--- src/rtl/seg_display_arbiter_if.sv ---
// seg_display_arbiter_if: source requests, pin control and display outputs of the 7-seg arbiter
interface seg_display_arbiter_if #(
    parameter int DATA_W = 32
);
    logic [2:0]        req;
    logic [DATA_W-1:0] data0;
    logic [DATA_W-1:0] data1;
    logic [DATA_W-1:0] data2;
    logic              pin_en;
    logic [1:0]        pin_sel;
    logic [2:0]        grant;
    logic [DATA_W-1:0] display_data;
    logic              display_valid;
    logic              switch_pulse;
    modport master (
        output req, data0, data1, data2, pin_en, pin_sel,
        input  grant, display_data, display_valid, switch_pulse
    );
    modport slave (
        input  req, data0, data1, data2, pin_en, pin_sel,
        output grant, display_data, display_valid, switch_pulse
    );
endinterface

--- src/rtl/seg_display_arbiter.sv ---
// seg_display_arbiter: round-robin display ownership with minimum hold, pin override and a blank gap on handover
module seg_display_arbiter #(
    parameter int                DATA_W      = 32,
    parameter int                HOLD_CYCLES = 50000000,
    parameter int                CNT_W       = 26,
    parameter logic [DATA_W-1:0] BLANK       = {DATA_W{1'b1}}
) (
    input logic                 clk,
    input logic                 rst,
    seg_display_arbiter_if.slave bus
);
    localparam logic [1:0]       IDLE     = 2'd0;
    localparam logic [1:0]       OWN      = 2'd1;
    localparam logic [1:0]       GAP      = 2'd2;
    localparam logic [CNT_W-1:0] HOLD_MAX = CNT_W'(HOLD_CYCLES - 1);
    localparam logic [CNT_W-1:0] ONE      = CNT_W'(1);

    logic [1:0]        state, nxt, owner, nxt_owner, last_owner, rr1, rr2, rr_win;
    logic [CNT_W-1:0]  hold_cnt;
    logic [DATA_W-1:0] owner_data;
    logic              pin_active, pinned_owner, others, leave, any_sel, stay;

    function automatic logic [1:0] inc3(input logic [1:0] v);
        return v == 2'd2 ? 2'd0 : v + 2'd1;
    endfunction

    function automatic logic [2:0] onehot(input logic [1:0] v);
        return 3'b001 << v;
    endfunction

    always_comb begin
        pin_active   = bus.pin_en && bus.pin_sel != 2'd3;
        pinned_owner = pin_active && bus.pin_sel == owner;
        others       = |(bus.req & ~onehot(owner));
        // a pin to someone else always evicts; otherwise a release or an expired hold under contention does
        leave        = (pin_active && !pinned_owner) ||
                       (!pinned_owner && (!bus.req[owner] || (hold_cnt == HOLD_MAX && others)));
        rr1          = inc3(last_owner);
        rr2          = inc3(rr1);
        rr_win       = bus.req[rr1] ? rr1 : bus.req[rr2] ? rr2 : last_owner;
        any_sel      = pin_active || |bus.req;
        nxt          = state == OWN ? (leave ? GAP : OWN) : (any_sel ? OWN : IDLE);
        nxt_owner    = state == OWN ? owner : pin_active ? bus.pin_sel : rr_win;
        stay         = state == OWN && nxt == OWN;
        owner_data   = owner == 2'd0 ? bus.data0 : owner == 2'd1 ? bus.data1 : bus.data2;
    end

    always_ff @(posedge clk or negedge rst) begin
        if (!rst) begin
            state        <= IDLE;
            owner        <= 2'd0;
            last_owner   <= 2'd2;
            hold_cnt     <= '0;
            bus.display_data <= BLANK;
            bus.switch_pulse <= 1'b0;
        end else begin
            state        <= nxt;
            owner        <= nxt_owner;
            if (state == OWN && nxt == GAP)
                last_owner <= owner;
            hold_cnt     <= stay ? (hold_cnt == HOLD_MAX ? hold_cnt : hold_cnt + ONE) : '0;
            bus.display_data <= stay ? owner_data : BLANK;
            bus.switch_pulse <= nxt == OWN && state != OWN;
        end
    end

    assign bus.grant         = state == OWN ? onehot(owner) : 3'b000;
    assign bus.display_valid = state == OWN;
endmodule

--- src/flat_wrapper.sv ---
// flat-port wrapper written by rule: the top's interface ports become plain ports
module seg_display_arbiter_flat 
#(
    parameter int                DATA_W      = 32,
    parameter int                HOLD_CYCLES = 50000000,
    parameter int                CNT_W       = 26,
    parameter logic [DATA_W-1:0] BLANK       = {DATA_W{1'b1}}
)
  (clk, rst, bus_req, bus_data0, bus_data1, bus_data2, bus_pin_en, bus_pin_sel, bus_grant, bus_display_data, bus_display_valid, bus_switch_pulse);
  seg_display_arbiter_if #(.DATA_W(DATA_W)) bus_i ();
  input logic clk;
  input logic rst;
  input wire logic [$bits(bus_i.req)-1:0] bus_req;
  input wire logic [$bits(bus_i.data0)-1:0] bus_data0;
  input wire logic [$bits(bus_i.data1)-1:0] bus_data1;
  input wire logic [$bits(bus_i.data2)-1:0] bus_data2;
  input wire logic [$bits(bus_i.pin_en)-1:0] bus_pin_en;
  input wire logic [$bits(bus_i.pin_sel)-1:0] bus_pin_sel;
  output wire logic [$bits(bus_i.grant)-1:0] bus_grant;
  output wire logic [$bits(bus_i.display_data)-1:0] bus_display_data;
  output wire logic [$bits(bus_i.display_valid)-1:0] bus_display_valid;
  output wire logic [$bits(bus_i.switch_pulse)-1:0] bus_switch_pulse;
  assign bus_i.req = bus_req;
  assign bus_i.data0 = bus_data0;
  assign bus_i.data1 = bus_data1;
  assign bus_i.data2 = bus_data2;
  assign bus_i.pin_en = bus_pin_en;
  assign bus_i.pin_sel = bus_pin_sel;
  assign bus_grant = bus_i.grant;
  assign bus_display_data = bus_i.display_data;
  assign bus_display_valid = bus_i.display_valid;
  assign bus_switch_pulse = bus_i.switch_pulse;
  seg_display_arbiter #(.DATA_W(DATA_W), .HOLD_CYCLES(HOLD_CYCLES), .CNT_W(CNT_W), .BLANK(BLANK)) u_core (.clk(clk), .rst(rst), .bus(bus_i));
endmodule
--- config.mk ---
export PLATFORM = sky130hd
export DESIGN_NAME = seg_display_arbiter_flat
export DESIGN_NICKNAME = d
export VERILOG_FILES = /design/src/rtl/seg_display_arbiter_if.sv /design/src/rtl/seg_display_arbiter.sv /design/src/flat_wrapper.sv
export SDC_FILE = /design/constraint.sdc
export NUM_CORES = 1
export LEC_CHECK = 0
export ABC_AREA = 1
export ABC_CLOCK_PERIOD_IN_PS = 4900
export CAP_MARGIN = 20
export CORE_UTILIZATION = 48
export CTS_CLUSTER_DIAMETER = 40
export CTS_CLUSTER_SIZE = 20
export DETAILED_ROUTE_END_ITERATION = 6
export PLACE_DENSITY = 0.9
export SETUP_SLACK_MARGIN = 0.5
export SYNTH_ARGS = -nofsm -noshare
export SYNTH_HDL_FRONTEND = slang
export SYNTH_SLANG_ARGS = --single-unit
--- constraint.sdc ---
create_clock -name clk -period 4.9 [get_ports clk]
set_input_delay 0.98 -clock clk [delete_from_list [all_inputs] [get_ports clk]]
set_output_delay 0.98 -clock clk [all_outputs]
set_load 0.02 [all_outputs]
==> impl_metrics.json, run 1 <==
{
  "post-route-min-period_ns": 3.700,
  "post-synth-top-count-cell": "sky130_fd_sc_hd__nand2_1",
  "clock_path_buffers": 2,
  "status": "completed",
  "cts_tree": "yes",
  "yosys-top-cells-area": "sky130_fd_sc_hd__dfstp_2 23%, sky130_fd_sc_hd__dfrtp_1 21%, sky130_fd_sc_hd__nand2_1 8.1%",
  "unrepaired_setup_endpoints_after_global_routing": "no",
  "synth_seq_cells": 65,
  "finalHoldViolCount": 0,
  "timing_worst_setup_path_type": "reg2out",
  "r2r_cells": 10,
  "fp-row-count": 31,
  "max_freq_ghz": 0.2703,
  "placedCellCount": 693,
  "route.layer.met1.wl_um": 3782,
  "syn-cell-area_um2": 3742,
  "num_vias": 3785,
  "detailed_place_hpwl_um": 7747,
  "drtAntennaViolNets": 0,
  "clk_root_buffer_cell": "sky130_fd_sc_hd__clkbuf_8",
  "cp_cell_sequence": "buf_4, nor2_4, inv_2, nor2_1, clkdlybuf4s50_1",
  "floorplan.initialDensity_pct": 50.52,
  "gp_congestion": 0.9804,
  "synth_async_sr_flop_share_pct": 100.0,
  "grt_antenna_before_repair": 0,
  "maxSlewHeadroom_pct": 48.43,
  "critical_path_arrival_ns": 2.72,
  "maxCapViolations": 0,
  "main_combinational_cell_family_by_area_after_synthesis": "simple AND/OR/NAND/NOR gates",
  "synth-main-ff-cell": "sky130_fd_sc_hd__dfstp_2",
  "crit_required_ns": 3.92,
  "layout_cell_share_with_drive_strength_beyond_1_pct": 15.25,
  "highest_routing_layer_actually_used": "met4",
  "yosysTopAreaCell": "sky130_fd_sc_hd__dfstp_2",
  "critical_path.max_stage_delay_ns": 0.64,
  "numPortBuffers": 140,
  "remaining_drc_errors": 0,
  "synth_adder_area_share_pct": 0.3343,
  "routed_wl_um": 10390,
  "max-vdd-ir-drop_v": 0.0002365,
  "via_count_of_the_first_global_routing_pass": 3694,
  "muxShareOfSynthArea_pct": 0,
  "layout.core_utilization_pct": 72.35,
  "die_ht_um": 90.30,
  "share_of_the_synthesized_area_in_the_top_cell_type_pct": 23.17,
  "inserted_diodes": 0,
  "post-route-cell-area_um2": 5360,
  "routed-wl-met2_um": 5337,
  "synth_simple_gate_area_share_pct": 32.70,
  "clock_latency_on_the_worst_skew_pair_ns": 0.36,
  "place_area_um2": 5180,
  "seq_area_frac_synth_pct": 44.57,
  "die_area_um2": 8154,
  "setup.worst_path.end_class": "output pin",
  "postSynthNetCount": 576,
  "totalNegativeSetupSlack_ns": 0,
  "syn-instance-count": 471,
  "r2r_start": "u_core.owner[1]",
  "synthesis.area_per_instance_um2": 7.946,
  "ys_top_cells_by_count": "81 x sky130_fd_sc_hd__nand2_1, 72 x sky130_fd_sc_hd__nor2_1, 65 x sky130_fd_sc_hd__inv_1",
  "fin_worst_skew_ns": 0.01515,
  "die_width_um": 90.30,
  "clock_tree.htree_level_count": 3,
  "firstDrtPassIters": 6,
  "synth.yosys.warnings": 0,
  "area.growth.synth_to_final_pct": 43.23,
  "drt_iter0_drc": 205,
  "grt_pass1_wl_um": 16880,
  "post_cts_buffers": 0,
  "placeable_area_um2": 7408,
  "layout.nets": 710,
  "worst-slew-pin-transition_ns": 0.7718,
  "worst-path-max-fanout": 34,
  "io-pin-count": 141,
  "detail_route.vias_per_cell": 5.339,
  "yosysUniqueCellTypes": 32,
  "postCtsHoldBufs": 0,
  "critPathLaunch": "u_core.owner[1]",
  "routedWlPerCell_um": 14.66,
  "numCtsBuffers": 9,
  "final_instance_count_excl_fillers": 709,
  "path_clk_slew_ns": 0.08,
  "finalSetupViolCount": 0,
  "p_leak_uw": 0.002191,
  "hold-path-cell-count": 2,
  "power.density_nw_per_um2": 429.7,
  "grt_usage_pct": 26.28,
  "grt_start_max_net_pins": 66,
  "postCtsResizedCells": 0,
  "totalPowerFinal_uw": 2303,
  "timing.final.max_slew_violations": 0,
  "hold_path.startpoint": "u_core.last_owner[1]",
  "layout_worst_path_cycle_share_pct": 75.50,
  "synth_compound_gate_area_share_pct": 9.161,
  "clkSinkCount": 65,
  "crit_path_start_kind": "register",
  "worst_hold_path_type": "reg2reg",
  "synth-edff-count": 0,
  "synth_xor_xnor_area_share_pct": 3.511,
  "globalRoute.totalOverflow": 0,
  "met3WireLength_um": 779,
  "cpMaxStageDelayCell": "sky130_fd_sc_hd__clkdlybuf4s50_1"
}
==> critical path: cells and delay by family (launching register included) <==
kind,cells,cell delay (ns)
simple gates,2,0.76
buf+inv,3,1.03
flops,1,0.57
==> routing by layer <==
metal / GRT usage [%] / up-vias
li1: - / 1803
met2: 47.01 / 188
met5: 0 / -
met4: 12.77 / 0
met3: 9.343 / 54
met1: 27.20 / 1740
==> final timing paths <==
check                                        to  slack [ns]
max in group asynchronous   u_core.hold_cnt[19]        3.62
min                        u_core.last_owner[1]        0.52
max reg2reg                     u_core.state[0]        2.02
max                                bus_grant[0]        1.20
min reg2reg                u_core.last_owner[1]        0.52
min in group asynchronous    u_core.hold_cnt[2]        0.78
==> sequential cells by signal (all words and copies together) (netlist names) <==
| name | count |
|---|---|
| u_core.bus.display_data | 32 |
| u_core.hold_cnt | 26 |
| u_core.last_owner | 2 |
| u_core.owner | 2 |
| u_core.state | 2 |
| u_core.bus.switch_pulse | 1 |
==> through the flow <==
stage | hold WS [ns] | setup slack, ns
floorplan | 0.4638 | 2.700
global placement | 0.4855 | 1.722
detailed placement | 0.4889 | 1.590
CTS | 0.5181 | 1.217
global route | 0.5431 | 1.034
finish | 0.5225 | 1.200
==> cell type report <==
class	count	area, µm²
sequential	65	1668
clock buffer	9	123.9
clock inverter	7	56.30
tap	99	123.9
fill	510	2048
inverter	67	251.5
timing repair buffer	143	1419
multi-input combinational	319	1718
==> cell usage in the layout, fill, tap and decap left out, types with 23 or more instances in the layout <==
cell	count
sky130_fd_sc_hd__dfstp_2	33
sky130_fd_sc_hd__nor2_2	23
sky130_fd_sc_hd__dfrtp_1	32
sky130_fd_sc_hd__nor2_1	71
sky130_fd_sc_hd__nand3_1	51
sky130_fd_sc_hd__a221oi_1	32
sky130_fd_sc_hd__nand2_1	81
sky130_fd_sc_hd__clkdlybuf4s50_1	139
sky130_fd_sc_hd__inv_1	65
==> where the power goes <==
group	switching, µW	total (µW)	internal, µW
sequential	71.5	775	704
combinational	663	1100	441
clock	233	425	191
total	968	2300	1340
==> cells by family after synthesis <==
kind of cell,after synthesis
and+or+nand+nor,259
DFF,65
buffers and inverters,87
adders and majority gates,1
AOI/OAI and AO/OA,44
xor gates and xnor gates,15
Power figures use the tool's default switching activity.
==> run 2: changes to the inputs <==
--- a/config.mk
+++ b/config.mk
@@ -6,13 +6,13 @@
 export NUM_CORES = 1
 export LEC_CHECK = 0
 export ABC_AREA = 1
-export ABC_CLOCK_PERIOD_IN_PS = 4900
+export ABC_CLOCK_PERIOD_IN_PS = 3520
 export CAP_MARGIN = 20
-export CORE_UTILIZATION = 48
+export CORE_UTILIZATION = 45
 export CTS_CLUSTER_DIAMETER = 40
 export CTS_CLUSTER_SIZE = 20
 export DETAILED_ROUTE_END_ITERATION = 6
-export PLACE_DENSITY = 0.9
+export PLACE_DENSITY = 0.85
 export SETUP_SLACK_MARGIN = 0.5
 export SYNTH_ARGS = -nofsm -noshare
 export SYNTH_HDL_FRONTEND = slang
==> constraint.sdc (replaced) <==
create_clock -name clk -period 3.52 [get_ports clk]
set_input_delay 0.704 -clock clk [delete_from_list [all_inputs] [get_ports clk]]
set_output_delay 0.704 -clock clk [all_outputs]
set_load 0.02 [all_outputs]
==> run 2 against run 1 <==
Register-to-register slack worse by 0.70 ns. Clock power increased by 57%. First-iteration DRC count fell by 24%. Global-route usage decreased by 1.8 points. Clock skew shrank 0.0049 ns. Non-clock buffer count rose by 3. Critical path depth is the same. Combinational power is 43% higher. Largest power group unchanged.
==> impl_metrics.json, run 2 (same netlist as run 1, synthesis figures left out) <==
{
  "clock_path_buffers": 2,
  "fin_worst_skew_ns": 0.01026,
  "post-route-min-period_ns": 2.775,
  "layout_cell_share_with_drive_strength_beyond_1_pct": 15.66,
  "layout.filler_cells": 588,
  "grt_usage_pct": 24.53,
  "largestRegisters": "u_core.bus.display_data (32), u_core.hold_cnt (26)",
  "detailed_place_hpwl_um": 7670,
  "numCtsBuffers": 9,
  "max-vdd-ir-drop_v": 0.0003427,
  "die_area_um2": 8685,
  "critical_path_arrival_ns": 2.07,
  "layout.cells.most_common": "sky130_fd_sc_hd__clkdlybuf4s50_1",
  "num_vias": 3664,
  "floorplan.initialDensity_pct": 47.45,
  "grt_start_max_net_pins": 51,
  "timing.final.max_slew_violations": 0,
  "globalRoute.totalOverflow": 0,
  "postCtsResizedCells": 0,
  "layout.nets": 713,
  "cts_tree": "yes",
  "unrepaired_setup_endpoints_after_global_routing": "no",
  "worst-path-max-fanout": 34,
  "routedWlPerCell_um": 14.13,
  "cp_top_family": "buffers and inverters",
  "postCtsHoldBufs": 0,
  "worst_hold_path_type": "in2async",
  "status": "completed",
  "placeable_area_um2": 7888,
  "power.density_nw_per_um2": 608.2,
  "post_cts_buffers": 0,
  "p_leak_uw": 0.002233,
  "cpMaxStageDelayCell": "sky130_fd_sc_hd__clkdlybuf4s50_1",
  "drtAntennaViolNets": 0,
  "largest_register_ff_count": 32,
  "cp_cell_sequence": "nor2_4, buf_4, inv_2, nor2_1, clkdlybuf4s50_1",
  "cp_num_buf_inv": 3,
  "grt_pass1_wl_um": 16660,
  "io-pin-count": 141,
  "routed_wl_um": 10110,
  "crit_required_ns": 2.82,
  "die_ht_um": 93.20,
  "clk_root_buffer_cell": "sky130_fd_sc_hd__clkbuf_8",
  "finalSetupViolCount": 0,
  "path_clk_slew_ns": 0.07,
  "maxCapViolations": 0,
  "numPortBuffers": 140,
  "totalPowerFinal_uw": 3307,
  "via_count_of_the_first_global_routing_pass": 3598,
  "critical_path.max_stage_delay_ns": 0.61,
  "layout.core_utilization_pct": 68.94,
  "clock_tree.htree_level_count": 3,
  "fp-row-count": 32,
  "max_freq_ghz": 0.3603,
  "timing_worst_setup_path_type": "reg2out",
  "maxSlewHeadroom_pct": 62.85,
  "clock_latency_on_the_worst_skew_pair_ns": 0.35,
  "die_width_um": 93.20,
  "finalHoldViolCount": 0,
  "layout_worst_path_cycle_share_pct": 78.84,
  "setup.worst_path.end_class": "output pin",
  "totalNegativeSetupSlack_ns": 0,
  "final_cell_mix": "139 x sky130_fd_sc_hd__clkdlybuf4s50_1, 81 x sky130_fd_sc_hd__nand2_1, 71 x sky130_fd_sc_hd__nor2_1, 65 x sky130_fd_sc_hd__inv_1, 51 x sky130_fd_sc_hd__nand3_1",
  "inserted_diodes": 0,
  "drt_iter0_drc": 156,
  "final_instance_count_excl_fillers": 715,
  "gp_congestion": 0.9207,
  "remaining_drc_errors": 0,
  "max_flop_register": "u_core.bus.display_data",
  "area.growth.synth_to_final_pct": 45.30,
  "placedCellCount": 698,
  "clkSinkCount": 65,
  "detail_route.vias_per_cell": 5.124,
  "firstDrtPassIters": 5,
  "grt_antenna_before_repair": 0,
  "worst-slew-pin-transition_ns": 0.5572,
  "crit_path_start_kind": "register"
}
## run 2: report_power, final
group          switching [µW]  internal, µW  leakage, µW
Clock                     299           370     0.000111
Sequential               84.5           979     0.000782
Combinational             945           629      0.00134
## run 2: worst paths after layout
path / start / endpoint / slack, ns / cells past startpoint
min in group clk: u_core.last_owner[1] / u_core.last_owner[1] / 0.50 / 2
hold reg to reg: u_core.last_owner[1] / u_core.last_owner[1] / 0.50 / 2
setup / recovery: u_core.owner[0] / bus_grant[0] / 0.74 / 5
hold / removal: rst / u_core.bus.switch_pulse / 0.35 / 1
setup reg to reg: u_core.owner[1] / u_core.state[0] / 1.32 / 10
max in group asynchronous: rst / u_core.bus.display_data[1] / 2.32 / 3
## run 2: metal layers
metal / track usage (%) / wire [µm] / vias to the layer above
met2: 44.00 / 5243 / 147
met5: 0 / 0 / -
met4: 7.436 / 220 / 0
met1: 28.74 / 4022 / 1695
li1: - / - / 1804
met3: 6.098 / 619 / 18
## run 2: layout make-up
| class | count | area [µm²] | area share, % |
|---|---|---|---|
| inverters | 67 | 251.5 | 4.625 |
| well taps | 102 | 127.6 | 2.347 |
| clock inverters | 5 | 60.06 | 1.104 |
| flip-flops and latches | 65 | 1668 | 30.67 |
| multi-input cells | 319 | 1718 | 31.59 |
| repair buffers | 146 | 1461 | 26.88 |
| clock buffers | 11 | 151.4 | 2.784 |
## run 2: stage by stage
stage / instance area, µm² / hold slack, ns / setup WS (ns)
detailed placement: 5199 / 0.4815 / 0.9463
floorplan: 3742 / 0.4084 / 1.596
global placement: 5199 / 0.4816 / 1.055
global route: 5438 / 0.3774 / 0.6556
finish: 5438 / 0.3475 / 0.7448
CTS: 5410 / 0.4925 / 0.7294
